--- config.mk ---
export PLATFORM = sky130hd
export DESIGN_NAME = bsg_manycore_barrier_ctrl
export DESIGN_NICKNAME = d
export VERILOG_FILES = /design/src/rtl/bsg_manycore_pkg.sv /design/src/rtl/bsg_manycore_barrier_wait_counter.sv /design/src/rtl/bsg_manycore_barrier_ctrl.sv
export SDC_FILE = /design/constraint.sdc
export NUM_CORES = 1
export LEC_CHECK = 0
export CORE_UTILIZATION = 44
export DETAILED_ROUTE_END_ITERATION = 12
export GPL_TIMING_DRIVEN = 0
export MAX_ROUTING_LAYER = met4
export PLACE_DENSITY = 0.79
export SLEW_MARGIN = 10
export SYNTH_ARGS = -nofsm -noshare
export SYNTH_HDL_FRONTEND = slang
export SYNTH_SLANG_ARGS = --single-unit
--- constraint.sdc ---
create_clock -name clk_i -period 2.5 [get_ports clk_i]
set_input_delay 0.5 -clock clk_i [delete_from_list [all_inputs] [get_ports clk_i]]
set_output_delay 0.5 -clock clk_i [all_outputs]
set_load 0.02 [all_outputs]
--- src/rtl/bsg_manycore_pkg.sv ---
// Shared types for the manycore barrier sequencer: FSM states, router config
// struct and barrier direction indices.
package bsg_manycore_pkg;

  localparam int barrier_dirs_gp    = 7;
  localparam int barrier_lg_dirs_gp = 3;

  localparam int barrier_dir_p_gp  = 0;
  localparam int barrier_dir_w_gp  = 1;
  localparam int barrier_dir_e_gp  = 2;
  localparam int barrier_dir_n_gp  = 3;
  localparam int barrier_dir_s_gp  = 4;
  localparam int barrier_dir_rw_gp = 5;
  localparam int barrier_dir_re_gp = 6;

  typedef enum logic [1:0] {
    IDLE = 2'd0,
    WAIT = 2'd1,
    DONE = 2'd2
  } bsg_manycore_barrier_ctrl_state_e;

  typedef struct packed {
    logic [barrier_dirs_gp-1:0]    src_r;
    logic [barrier_lg_dirs_gp-1:0] dest_r;
  } bsg_manycore_barrier_cfg_s;

endpackage

--- src/rtl/bsg_manycore_barrier_wait_counter.sv ---
// Clearable, saturating up-counter measuring how long a barrier has waited.
module bsg_manycore_barrier_wait_counter #(
  parameter int cycle_width_p = 16
) (
  input  logic                     clk_i,
  input  logic                     reset_n_i,
  input  logic                     clear_i,
  input  logic                     up_i,
  output logic [cycle_width_p-1:0] count_o
);

  logic [cycle_width_p-1:0] r_count;

  always_ff @(posedge clk_i) begin
    if (!reset_n_i) begin
      r_count <= '0;
    end else if (clear_i) begin
      r_count <= '0;
    end else if (up_i && (r_count != '1)) begin
      r_count <= r_count + cycle_width_p'(1);
    end
  end

  assign count_o = r_count;

endmodule

--- src/rtl/bsg_manycore_barrier_ctrl.sv ---
// Per-tile barrier sequencer: holds router config, toggles the sense bit on a
// join and reports completion with a wait count. Optional: BSG_MANYCORE_BARRIER_TIMEOUT_EN.
module bsg_manycore_barrier_ctrl
  import bsg_manycore_pkg::*;
#(
  parameter  int barrier_dirs_p     = barrier_dirs_gp,
  parameter  int cycle_width_p      = 16,
  parameter  int timeout_cycles_p   = 4096,
  localparam int barrier_lg_dirs_lp = ((barrier_dirs_p + 1) <= 1) ? 1 : $clog2(barrier_dirs_p + 1)
) (
  input  logic                          clk_i,
  input  logic                          reset_n_i,
  input  logic                          cfg_v_i,
  input  logic [barrier_dirs_p-1:0]     cfg_src_r_i,
  input  logic [barrier_lg_dirs_lp-1:0] cfg_dest_r_i,
  output logic                          cfg_ready_o,
  input  logic                          join_v_i,
  output logic                          join_ready_o,
  output logic                          done_v_o,
  input  logic                          done_yumi_i,
  output logic [cycle_width_p-1:0]      done_cycles_o,
  output logic                          busy_o,
  output logic                          barrier_data_o,
  input  logic                          barrier_data_i,
  output logic [barrier_dirs_p-1:0]     barrier_src_r_o,
  output logic [barrier_lg_dirs_lp-1:0] barrier_dest_r_o
`ifdef BSG_MANYCORE_BARRIER_TIMEOUT_EN
  ,
  output logic                          timeout_o
`endif
);

  localparam logic [1:0] ST_IDLE = IDLE;
  localparam logic [1:0] ST_WAIT = WAIT;
  localparam logic [1:0] ST_DONE = DONE;

  // Handshakes: a transfer happens on a cycle where valid and ready are both
  // high; ready never depends on the same-port valid, config beats join.
  logic [1:0]                r_state;
  logic [1:0]                w_state_n;
  logic                      r_sense;
  bsg_manycore_barrier_cfg_s r_cfg;
  logic                      w_idle;
  logic                      w_in_wait;
  logic                      w_cfg_hs;
  logic                      w_join_hs;
  logic                      w_match;
  logic                      w_timeout;
  logic [cycle_width_p-1:0]  w_count;

  assign w_idle    = (r_state == ST_IDLE);
  assign w_in_wait = (r_state == ST_WAIT);

  assign cfg_ready_o  = reset_n_i & w_idle;
  assign join_ready_o = reset_n_i & w_idle & ~cfg_v_i;
  assign w_cfg_hs     = cfg_v_i & cfg_ready_o;
  assign w_join_hs    = join_v_i & join_ready_o;
  assign w_match      = w_in_wait & (barrier_data_i == r_sense);

  always_comb begin
    w_state_n = r_state;
    case (r_state)
      ST_IDLE: if (w_join_hs)             w_state_n = ST_WAIT;
      ST_WAIT: if (w_match || w_timeout)  w_state_n = ST_DONE;
      ST_DONE: if (done_yumi_i)           w_state_n = ST_IDLE;
      default:                            w_state_n = ST_IDLE;
    endcase
  end

  always_ff @(posedge clk_i) begin
    if (!reset_n_i) begin
      r_state <= ST_IDLE;
      r_sense <= 1'b0;
      r_cfg   <= '0;
    end else begin
      r_state <= w_state_n;
      if (w_join_hs) r_sense <= ~r_sense;
      if (w_cfg_hs)  r_cfg   <= '{src_r: cfg_src_r_i, dest_r: cfg_dest_r_i};
    end
  end

  // Counting every WAIT cycle, the value latched on the matching edge already
  // includes the cycle in which the match was seen.
  bsg_manycore_barrier_wait_counter #(
    .cycle_width_p(cycle_width_p)
  ) u_wait_counter (
    .clk_i    (clk_i),
    .reset_n_i(reset_n_i),
    .clear_i  (w_join_hs),
    .up_i     (w_in_wait),
    .count_o  (w_count)
  );

`ifdef BSG_MANYCORE_BARRIER_TIMEOUT_EN
  logic r_timeout;

  assign w_timeout = w_in_wait & ~w_match & ((int'(w_count) + 1) >= timeout_cycles_p);

  always_ff @(posedge clk_i) begin
    if (!reset_n_i) begin
      r_timeout <= 1'b0;
    end else if (w_timeout) begin
      r_timeout <= 1'b1;
    end else if ((r_state == ST_DONE) && done_yumi_i) begin
      r_timeout <= 1'b0;
    end
  end

  assign timeout_o = r_timeout;
`else
  logic w_unused_timeout;
  assign w_timeout        = 1'b0;
  assign w_unused_timeout = ^timeout_cycles_p;
`endif

  assign done_v_o         = (r_state == ST_DONE);
  assign busy_o           = ~w_idle;
  assign done_cycles_o    = w_count;
  assign barrier_data_o   = r_sense;
  assign barrier_src_r_o  = r_cfg.src_r;
  assign barrier_dest_r_o = r_cfg.dest_r;

endmodule

==> metrics.cfg <==
[global_route]
grt_max_degree=11
grt_pass1_vias=1312
antenna_found_initial=0
grt_pass1_wl_um=5620
grt_usage_pct=23.2
grt.overflow.total=0

[die]
fp.dieArea_um2=3220
dieHeight_um=56.7
ios=47
start_util_pct=47.0
die_w_um=56.7
fp.coreArea_um2=2810
rows=19

[drt]
drt-initial-drc-count=73
postRouteAntennaNets=0
routedWlPerCell_um=13.4
wirelength_um=3300
via_per_inst=5.72
drtPass1Iterations=8
drc=2
via_count=1406

[placement]
place_ws_ns=0.0317
dp_hpwl_um=2450
placed_area_um2=1820
place_congestion=0.914
io_buffers=46

[layout]
diodes=0
syn2layout_area_growth_pct=42.7
final_cell_mix=clkdlybuf4s50_1 (45), dfxtp_1 (29), nand2_1 (28)
fin_area_um2=1880
drive_gt1_share_pct=4.19
nFillCells=240
final_common_cell=clkdlybuf4s50_1
nNetsFinal=232

[timing]
max_freq_mhz=419
relSlewSlack_pct=58.2
fin_crit_sh_pct=95.4
hold_viol_final=0
fin_tns_setup_ns=0
setup_viol=0
slew_violations=0
rsz0062_at_grt=no
layout_min_cycle_time_ns=2.39
fin_ws_ns=0.114
whs_ns=0.466
finClkSkew_ns=0.00709
tightest_slew_ns=0.618

[clock_network]
cts_setup_buffers=0
clkSlewWorstSetupHoldPaths_ns=0.08
insertion_delay_ns=0.32
cts-root-buf=clkbuf_4
cts_buffer_depth=2
cts_hold_buf=0
htree_levels=2
cts_buffers=5
post_cts_resized=0
cts_tree=built
clock_sinks=29

[synthesis]
async_reset_ff_share_pct=0
synthesis.nets=179
synthesis.area_um2=1320
syn_inst=162
yosys_register_bits=29
ys_types=31
synth_edf_count=0
ys.flop_type=dfxtp_1
yosys_warnings=0
syn_area_per_cell_um2=8.13
synth_seq_area_share_pct=44.1

[worst_setup_path]
worstSetupPathType=input pin to output pin
worstPathRequired_ns=2.00
cp-start-kind=input pin
arrival_ns=1.89
critPathMaxFanout=5
cp-end-kind=output pin

[run]
maxCapViolCount=0

[worst_hold_path]
worstHoldPathType=flip-flop to flip-flop

[power]
p_leak_nw=0.653
power.density_nw_per_um2=492
vdd_drop_max_uv=293

[status]
violations=DRC
status=complete, but fails checks

==> per-layer routing <==
layer / share of wire (%) / vias up / GRT usage, %
li1: - / 703 / -
met1: 44 / 634 / 26.6
met2: 46 / 61 / 37.1
met3: 8.4 / 8 / 7.83
met4: 1.7 / 0 / 9.64
met5: 0 / - / -
==> power by group <==
part	switching (mW)	internal, mW
Sequential	0.0126	0.479
Clock	0.153	0.133
Combinational	0.0736	0.0728
==> synth_stat cells (all sizes together) (2+ instances only) <==
cell type / number / area [µm²]
xnor2: 2 / 17.5
a21oi: 10 / 50.1
o31ai: 4 / 30.0
o211ai: 5 / 37.5
inv: 3 / 11.3
buf: 2 / 16.3
nor2b: 2 / 12.5
nor3: 4 / 20.0
nand2b: 2 / 12.5
nor2: 7 / 26.3
clkbuf: 5 / 18.8
nand4: 6 / 37.5
or4: 8 / 60.1
and3: 3 / 18.8
or3: 7 / 43.8
dfxtp: 29 / 581
o21ai: 17 / 85.1
and4: 2 / 17.5
nor4: 2 / 12.5
nand2: 28 / 105
nand3: 5 / 25.0
==> critical path: stages <==
cell             delay [ns]
clkdlybuf4s50_1        0.54
inv_1                  0.12
nor2_1                 0.11
clkdlybuf4s50_1        0.61
==> cell families (layout without fill, tap and decap cells) <==
family | count (synthesis) | after routing | synth area share (%)
simple gates | 79 | 79 | 31.5
compound gates | 40 | 40 | 17.9
xor+xnor | 3 | 3 | 1.99
flops | 29 | 29 | 44.1
buf+inv | 10 | 63 | 3.51
fa+ha+maj | 1 | 1 | 0.950
==> final timing paths <==
path	from	end	slack [ns]	cells after the start
worst max-delay path	reset_n_i	cfg_ready_o	0.11	4
worst min register to register	barrier_src_r_o[3]$_SDFFE_PN0P_	barrier_src_r_o[3]$_SDFFE_PN0P_	0.47	2
worst max register to register	u_wait_counter.count_o[0]$_SDFFE_PP0P_	u_wait_counter.count_o[2]$_SDFFE_PP0P_	0.23	6
worst min-delay path	barrier_src_r_o[3]$_SDFFE_PN0P_	barrier_src_r_o[3]$_SDFFE_PN0P_	0.47	2
==> registers in the layout (all words and copies together) (netlist names) <==
signal,flops
barrier_data_o,1
barrier_dest_r_o,3
barrier_src_r_o,7
r_state,2
u_wait_counter.count_o,16
==> area by class of cell <==
class	count	area [µm²]	share of cell area [%]
Multi-Input combinational cell	123	697	37.1
Sequential cell	29	581	30.9
Timing Repair Buffer	46	463	24.6
Clock buffer	7	55.1	2.93
Tap cell	31	38.8	2.06
Buffer	7	35.0	1.86
Inverter	3	11.3	0.599
==> per-stage QoR <==
| step | util, % | std cells | total power, mW |
|---|---|---|---|
| detailed placement | 64.8 | 239 | 0.649 |
| global placement | 64.8 | 239 | 0.645 |
| finish | 67.0 | 246 | 0.924 |
| CTS | 66.7 | 246 | 0.933 |
| global route | 67.0 | 246 | 0.973 |
| floorplan | - | 162 | 0.571 |
No activity file was read; power rests on OpenSTA's default activity.
